## config.mk

```make
export PLATFORM = sky130hd
export DESIGN_NAME = ahb_lite_master
export DESIGN_NICKNAME = d
export VERILOG_FILES = /design/src/rtl/ahb_lite_master.sv
export SDC_FILE = /design/constraint.sdc
export NUM_CORES = 1
export LEC_CHECK = 0
export CAP_MARGIN = 10
export CORE_MARGIN = 2
export CORE_UTILIZATION = 38
export DETAILED_ROUTE_END_ITERATION = 10
export PLACE_DENSITY_LB_ADDON = 0.15
export SLEW_MARGIN = 20
export SYNTH_ARGS = -nofsm -noshare
export SYNTH_HDL_FRONTEND = slang
export SYNTH_SLANG_ARGS = --single-unit
```

## constraint.sdc

```tcl
create_clock -name HCLK -period 2.15 [get_ports HCLK]
set_clock_uncertainty 0.05 [all_clocks]
set_input_delay 0.215 -clock HCLK [delete_from_list [all_inputs] [get_ports HCLK]]
set_output_delay 0.215 -clock HCLK [all_outputs]
set_load 0.005 [all_outputs]
```

## src/rtl/ahb_lite_master.sv

```systemverilog
// AHB-Lite initiator: turns a valid/ready load-store stream into pipelined
// single-word AHB-Lite transfers, with wait-state and error-retry handling.
module ahb_lite_master (
   input  logic        HCLK,
   input  logic        HRESET,
   input  logic        req_valid,
   output logic        req_ready,
   input  logic        req_write,
   input  logic [31:0] req_addr,
   input  logic [31:0] req_wdata,
   output logic        resp_valid,
   output logic [31:0] resp_rdata,
   output logic        resp_err,
   output logic [1:0]  HTRANS,
   output logic        HWRITE,
   output logic [31:0] HADDR,
   output logic [31:0] HWDATA,
   input  logic [31:0] HRDATA,
   input  logic        HREADY,
   input  logic        HRESP
);

   localparam logic [1:0] TRANS_IDLE   = 2'b00;
   localparam logic [1:0] TRANS_NONSEQ = 2'b10;

   logic        r_aValid;
   logic        r_aWrite;
   logic [31:0] r_aAddr;
   logic [31:0] r_aWdata;
   logic        r_aSup;
   logic        r_dValid;
   logic        r_dWrite;
   logic [31:0] r_dWdata;
   logic        r_respValid;
   logic        r_respErr;
   logic [31:0] r_respRdata;

   logic w_err1;
   logic w_reqReady;
   logic w_accept;
   logic w_advance;
   logic w_complete;
   logic w_retry;

   // err1 is the first cycle of a two-cycle error; w_retry is its second cycle
   assign w_err1     = r_dValid & HRESP & ~HREADY;
   assign w_retry    = r_aSup & HREADY;
   assign w_advance  = HREADY & ~r_aSup;
   assign w_reqReady = ~w_err1 & ~r_aSup & (~r_aValid | HREADY);
   assign w_accept   = req_valid & w_reqReady;
   assign w_complete = r_dValid & HREADY;

   assign req_ready  = w_reqReady;
   assign HTRANS     = (r_aValid & ~r_aSup) ? TRANS_NONSEQ : TRANS_IDLE;
   assign HADDR      = r_aAddr;
   assign HWRITE     = r_aWrite;
   assign HWDATA     = r_dWdata;
   assign resp_valid = r_respValid;
   assign resp_err   = r_respErr;
   assign resp_rdata = r_respRdata;

   // Address phase: loads a new request whenever the slot frees up; otherwise
   // holds, which also keeps a suppressed transfer ready for re-issue.
   always_ff @(posedge HCLK) begin
      if (HRESET) begin
         r_aValid <= 1'b0;
         r_aWrite <= 1'b0;
         r_aAddr  <= '0;
         r_aWdata <= '0;
      end else if (w_accept) begin
         r_aValid <= 1'b1;
         r_aWrite <= req_write;
         r_aAddr  <= {req_addr[31:2], 2'b00};
         r_aWdata <= req_wdata;
      end else if (w_advance) begin
         r_aValid <= 1'b0;
      end
   end

   // Data phase and error suppression
   always_ff @(posedge HCLK) begin
      if (HRESET) begin
         r_dValid <= 1'b0;
         r_dWrite <= 1'b0;
         r_dWdata <= '0;
         r_aSup   <= 1'b0;
      end else if (w_retry) begin
         r_dValid <= 1'b0;
         r_aSup   <= 1'b0;
      end else begin
         if (w_advance) begin
            r_dValid <= r_aValid;
            r_dWrite <= r_aWrite;
            r_dWdata <= r_aWdata;
         end
         if (w_err1) begin
            r_aSup <= r_aValid;
         end
      end
   end

   // Single-cycle response pulse on data-phase completion
   always_ff @(posedge HCLK) begin
      if (HRESET) begin
         r_respValid <= 1'b0;
         r_respErr   <= 1'b0;
         r_respRdata <= '0;
      end else begin
         r_respValid <= w_complete;
         r_respErr   <= w_complete & HRESP;
         r_respRdata <= (w_complete & ~r_dWrite & ~HRESP) ? HRDATA : '0;
      end
   end

endmodule

```

; ---- After elaboration in Yosys (flattened, before gate mapping)
; Index checks and enable logic that the tools add are counted.
[totals]
reg_bits = 133
latch_bits = 0
ram_bits = 0
mem_bits_ro = 0
input_bits = 102
output_inout_bits = 102
elab_cells = 39
n_memories = 0
[op_classes]
add_sub_neg = 0
mul = 0
div_mod_pow = 0
magnitude_cmp = 0
eq_ne = 0
n_shift = 0
mux = 3
bitwise_logic = 21
n_reduce_logical = 4
[ops]
columns = op, count
row1 = 1-bit bitwise AND, 12
row2 = 1-bit NOT, 8
row3 = 2-bit OR reduction, 2
row4 = 1-bit two-way mux, 2
row5 = 2-bit two-way mux, 1
row6 = 2-bit AND reduction, 1
row7 = 2-bit nonzero test, 1
row8 = 1-bit bitwise OR, 1

; ---- Longest topological paths before layout
[logic_depth]
ltp_word = 7
depth_mapped = 6
mapped_depth_nobuf = 3

; ---- Worst setup path after synthesis
; OpenSTA, ideal clock, no wires.
[synth_path]
path_type = register to register
startpoint = register r_aSup
endpoint = register r_aAddr[10] (netlist: HADDR[10])
setup_time_ps = 118
t_arrival_ps = 1133
required_ps = 1982
slack_ps = 849
stages_incl_launch_ff = 7
path_buffers = 3
period_less_slack_ps = 1301
path_cell_list = dfxtp_1 > nor2b_1 > buf_6 > o21a_4 > buf_12 > buf_12 > mux2i_1
[synth_via]
elab_chain_cells = 4
[synth_lines]
columns = element, line_no
row1 = "start, declared", 30  ; logic r_aSup;
row2 = "start signal, assigned", 97  ; r_aSup <= r_aValid;
row3 = 1-bit NOT, 49  ; assign w_reqReady = ~w_err1 & ~r_aSup & (~r_aValid | HREADY);
row4 = 1-bit bitwise AND (2 in a row), 49
row5 = 1-bit bitwise AND, 50  ; assign w_accept = req_valid & w_reqReady;
row6 = "end signal, assigned", 73  ; r_aAddr <= {req_addr[31:2], 2'b00};
row7 = "end, declared", 28  ; logic [31:0] r_aAddr;
; No other way between the ends.
; A chain may end at the register's enable or synchronous reset.

; ---- Worst setup path after layout
[layout_path]
startpoint = register r_aSup
endpoint = output req_ready
[layout_via]
elab_chain_cells = 3
[layout_lines]
columns = element, line_no
row1 = 1-bit NOT, 49
row2 = 1-bit bitwise AND (2 in a row), 49
row3 = "end, declared", 7  ; output logic req_ready,
; No other way between the ends.

==> out/metrics.yaml <==
final_layout:
  multiInputGateArea_sq_um: 2459
  antennaDiodeCount: 0
  finish.net_count: 804
  regArea_sq_um: 2663
  finish.utilization_pct: 57.59
  drive_gt1_share_pct: 20.93
  fin_area_sq_um: 7994
  syn_to_final_growth_pct: 47.62
  n_fill_cell: 1219
route:
  route.met3.wl_microns: 1287
  top_layer: "met4"
  vias: 3990
  drc: 0
  ant_nets: 0
  wl_per_cell_microns: 13.97
  met1_length_microns: 5116
  via_per_inst: 4.473
  drt_pass1_iterations: 4
  routed_wl_microns: 12460
  wl_met2_microns: 5878
  initialDrtViolationCount: 118
critical_path:
  r2r_start: "r_aSup"
  crit_start: "r_aSup"
  critPathCaptureType: "primary output"
  path_max_fanout: 5
  crit_end: "req_ready"
  worst-setup-path-type: "flip-flop to primary output"
  rr_worst_depth: 4
  crit_required_ns: 1.88
  r2r_slack_ns: 0.57
  rr_endpoint: "HADDR[18]"
  worstSetupStartpointType: "flip-flop"
  critical_path_arrival_ns: 1.70
pwr:
  p_leak_nw: 3.037
  peakVddDrop_v: 0.0003871
  powerDensity_nw_per_um2: 744.5
yosys:
  synth.most_common_cell: "dfxtp_1"
  netlist_top_cells_count: "133 x dfxtp_1, 81 x nand2b_2, 69 x nand2_1"
  ys_seq_area_share_pct: 49.17
  ys_top_cells_by_area: "dfxtp_1 49%, nand2b_2 13%, mux2i_1 12%"
  yosysWarnings: 0
  synth_top_cell_area_share_pct: 49.17
  netlist_area_sq_um: 5415
  synth_flop_cell: "dfxtp_1"
  syn_inst: 511
  async_flop_share_pct: 0
  ys_types: 25
  avgSynthCellArea_sq_um: 10.60
  synth.ff_latch_count: 133
  yosysTopAreaCell: "dfxtp_1"
  synth_edf_count: 0
clock_network:
  cts_root_buffer: "clkbuf_16"
  cts.sinks: 133
  cts_tree: "yes"
  cts_made_buffers: 17
  holdBufCountCts: 0
  cts_resized: 0
  cts.path.max_buffers: 2
  cts_setup_buffers: 0
  path_clk_slew_ns: 0.05
  htree_num_levels: 4
  clock_latency_ns: 0.41
place:
  dpl_cell_area_sq_um: 7471
  portBuffers: 198
  hpwl_microns: 8802
  finalWeightedCongestion: 0.7444
floorplan:
  die_w_microns: 123.4
  core_area_sq_um: 13880
  io_pins: 204
  die-area_sq_um: 15220
  initial_core_util_pct: 39.01
  die_h_microns: 123.4
  row_count: 43
sta:
  hold_ws_ns: 0.1990
  hold_viol_final: 0
  max_freq_ghz: 0.5093
  drv_slew: 0
  period_minus_slack_ns: 1.963
  setup_viol: 0
  rsz0062_at_grt: "false"
  setup_tns_ns: 0
  period_share_pct: 91.32
hold_path:
  min-delay-start: "HRESET"
  hp-class: "input port to flip-flop"
  holdPathStages: 2
global_routing:
  track_usage_pct: 16.89
  grt_pass1_vias: 4118
  antenna_found_initial: 0
  grt_max_degree: 57
  grt-ovfl-total: 0
  grt_pass1_wl_microns: 19670
run:
  maxCapViolations: 0
run_status:
  status: "finished, final reports clean"
[per-layer routing]
layer / GRT usage (%) / vias to the layer above
met5: 0 / -
met4: 7.102 / 0
met3: 8.487 / 15
met2: 27.03 / 136
met1: 19.01 / 1841
li1: - / 1998
[area by class of cell]
class / count / area share (%)
tap: 180 / 2.817
clock buffer: 23 / 5.854
sequential: 133 / 33.31
multi-input combinational: 341 / 30.76
clock inverter: 6 / 0.6887
timing repair buffer: 209 / 26.58
[stage by stage]
| step | total power [mW] | std cells | setup slack (ns) |
|---|---|---|---|
| after floorplan | 3.043 | 513 | 0.8487 |
| after global placement | 3.397 | 863 | 0.2796 |
| after detailed placement | 3.416 | 863 | 0.2479 |
| after CTS | 6.040 | 892 | 0.1574 |
| after global routing | 6.218 | 892 | 0.07981 |
| final | 5.951 | 892 | 0.1866 |
[worst max-delay path: stages, from the launching register on]
cell             delay, ns
dfxtp_1               0.36
a211oi_2              0.29
nand2b_1              0.14
clkdlybuf4s50_1       0.50
[logic make-up (layout without fill, tap and decap cells)]
family,after synthesis,in the layout,share of synthesized area [%]
and+or+nand+nor,236,236,29.14
DFF,133,133,49.17
muxes,65,65,12.01
buffers and inverters,39,238,5.869
AOI/OAI and AO/OA,37,37,3.743
other,1,3,0.06925
[power by group]
group	internal (mW)	switching, mW	leakage [nW]
Clock	1.62	0.978	0.262
Sequential	2.58	0.0614	1.09
Combinational	0.463	0.252	1.69
[worst min-delay path by stage]
stage / to / slack (ns)
3_5_place_dp: HWDATA[28] / 0.39
4_1_cts: HWDATA[27] / 0.18
2_1_floorplan: r_aSup / 0.24
5_1_grt: HWDATA[29] / 0.21
6_report: HWDATA[28] / 0.20
3_3_place_gp: HWDATA[13] / 0.38
[sequential cells by signal, summed over array words and instances (netlist names)]
register	count
HWRITE	1
HWDATA	32
r_dWrite	1
r_aValid	1
resp_err	1
r_aSup	1
HADDR	30
resp_rdata	32
resp_valid	1
r_aWdata	32
r_dValid	1
[cells in the final DEF (no fill, tap or decap), drive strengths merged, types with 2 or more instances in the layout]
cell | synthesis | routed
a21oi | 34 | 34
and2 | 33 | 33
buf | 17 | 12
clkbuf | 19 | 23
clkdlybuf4s50 | 0 | 197
clkinv | 0 | 5
conb | 1 | 3
dfxtp | 133 | 133
mux2i | 65 | 65
nand2 | 69 | 69
nand2b | 98 | 98
nor2 | 2 | 2
nor2b | 2 | 2
or2b | 30 | 30
No activity file was read; power rests on OpenSTA's default activity.
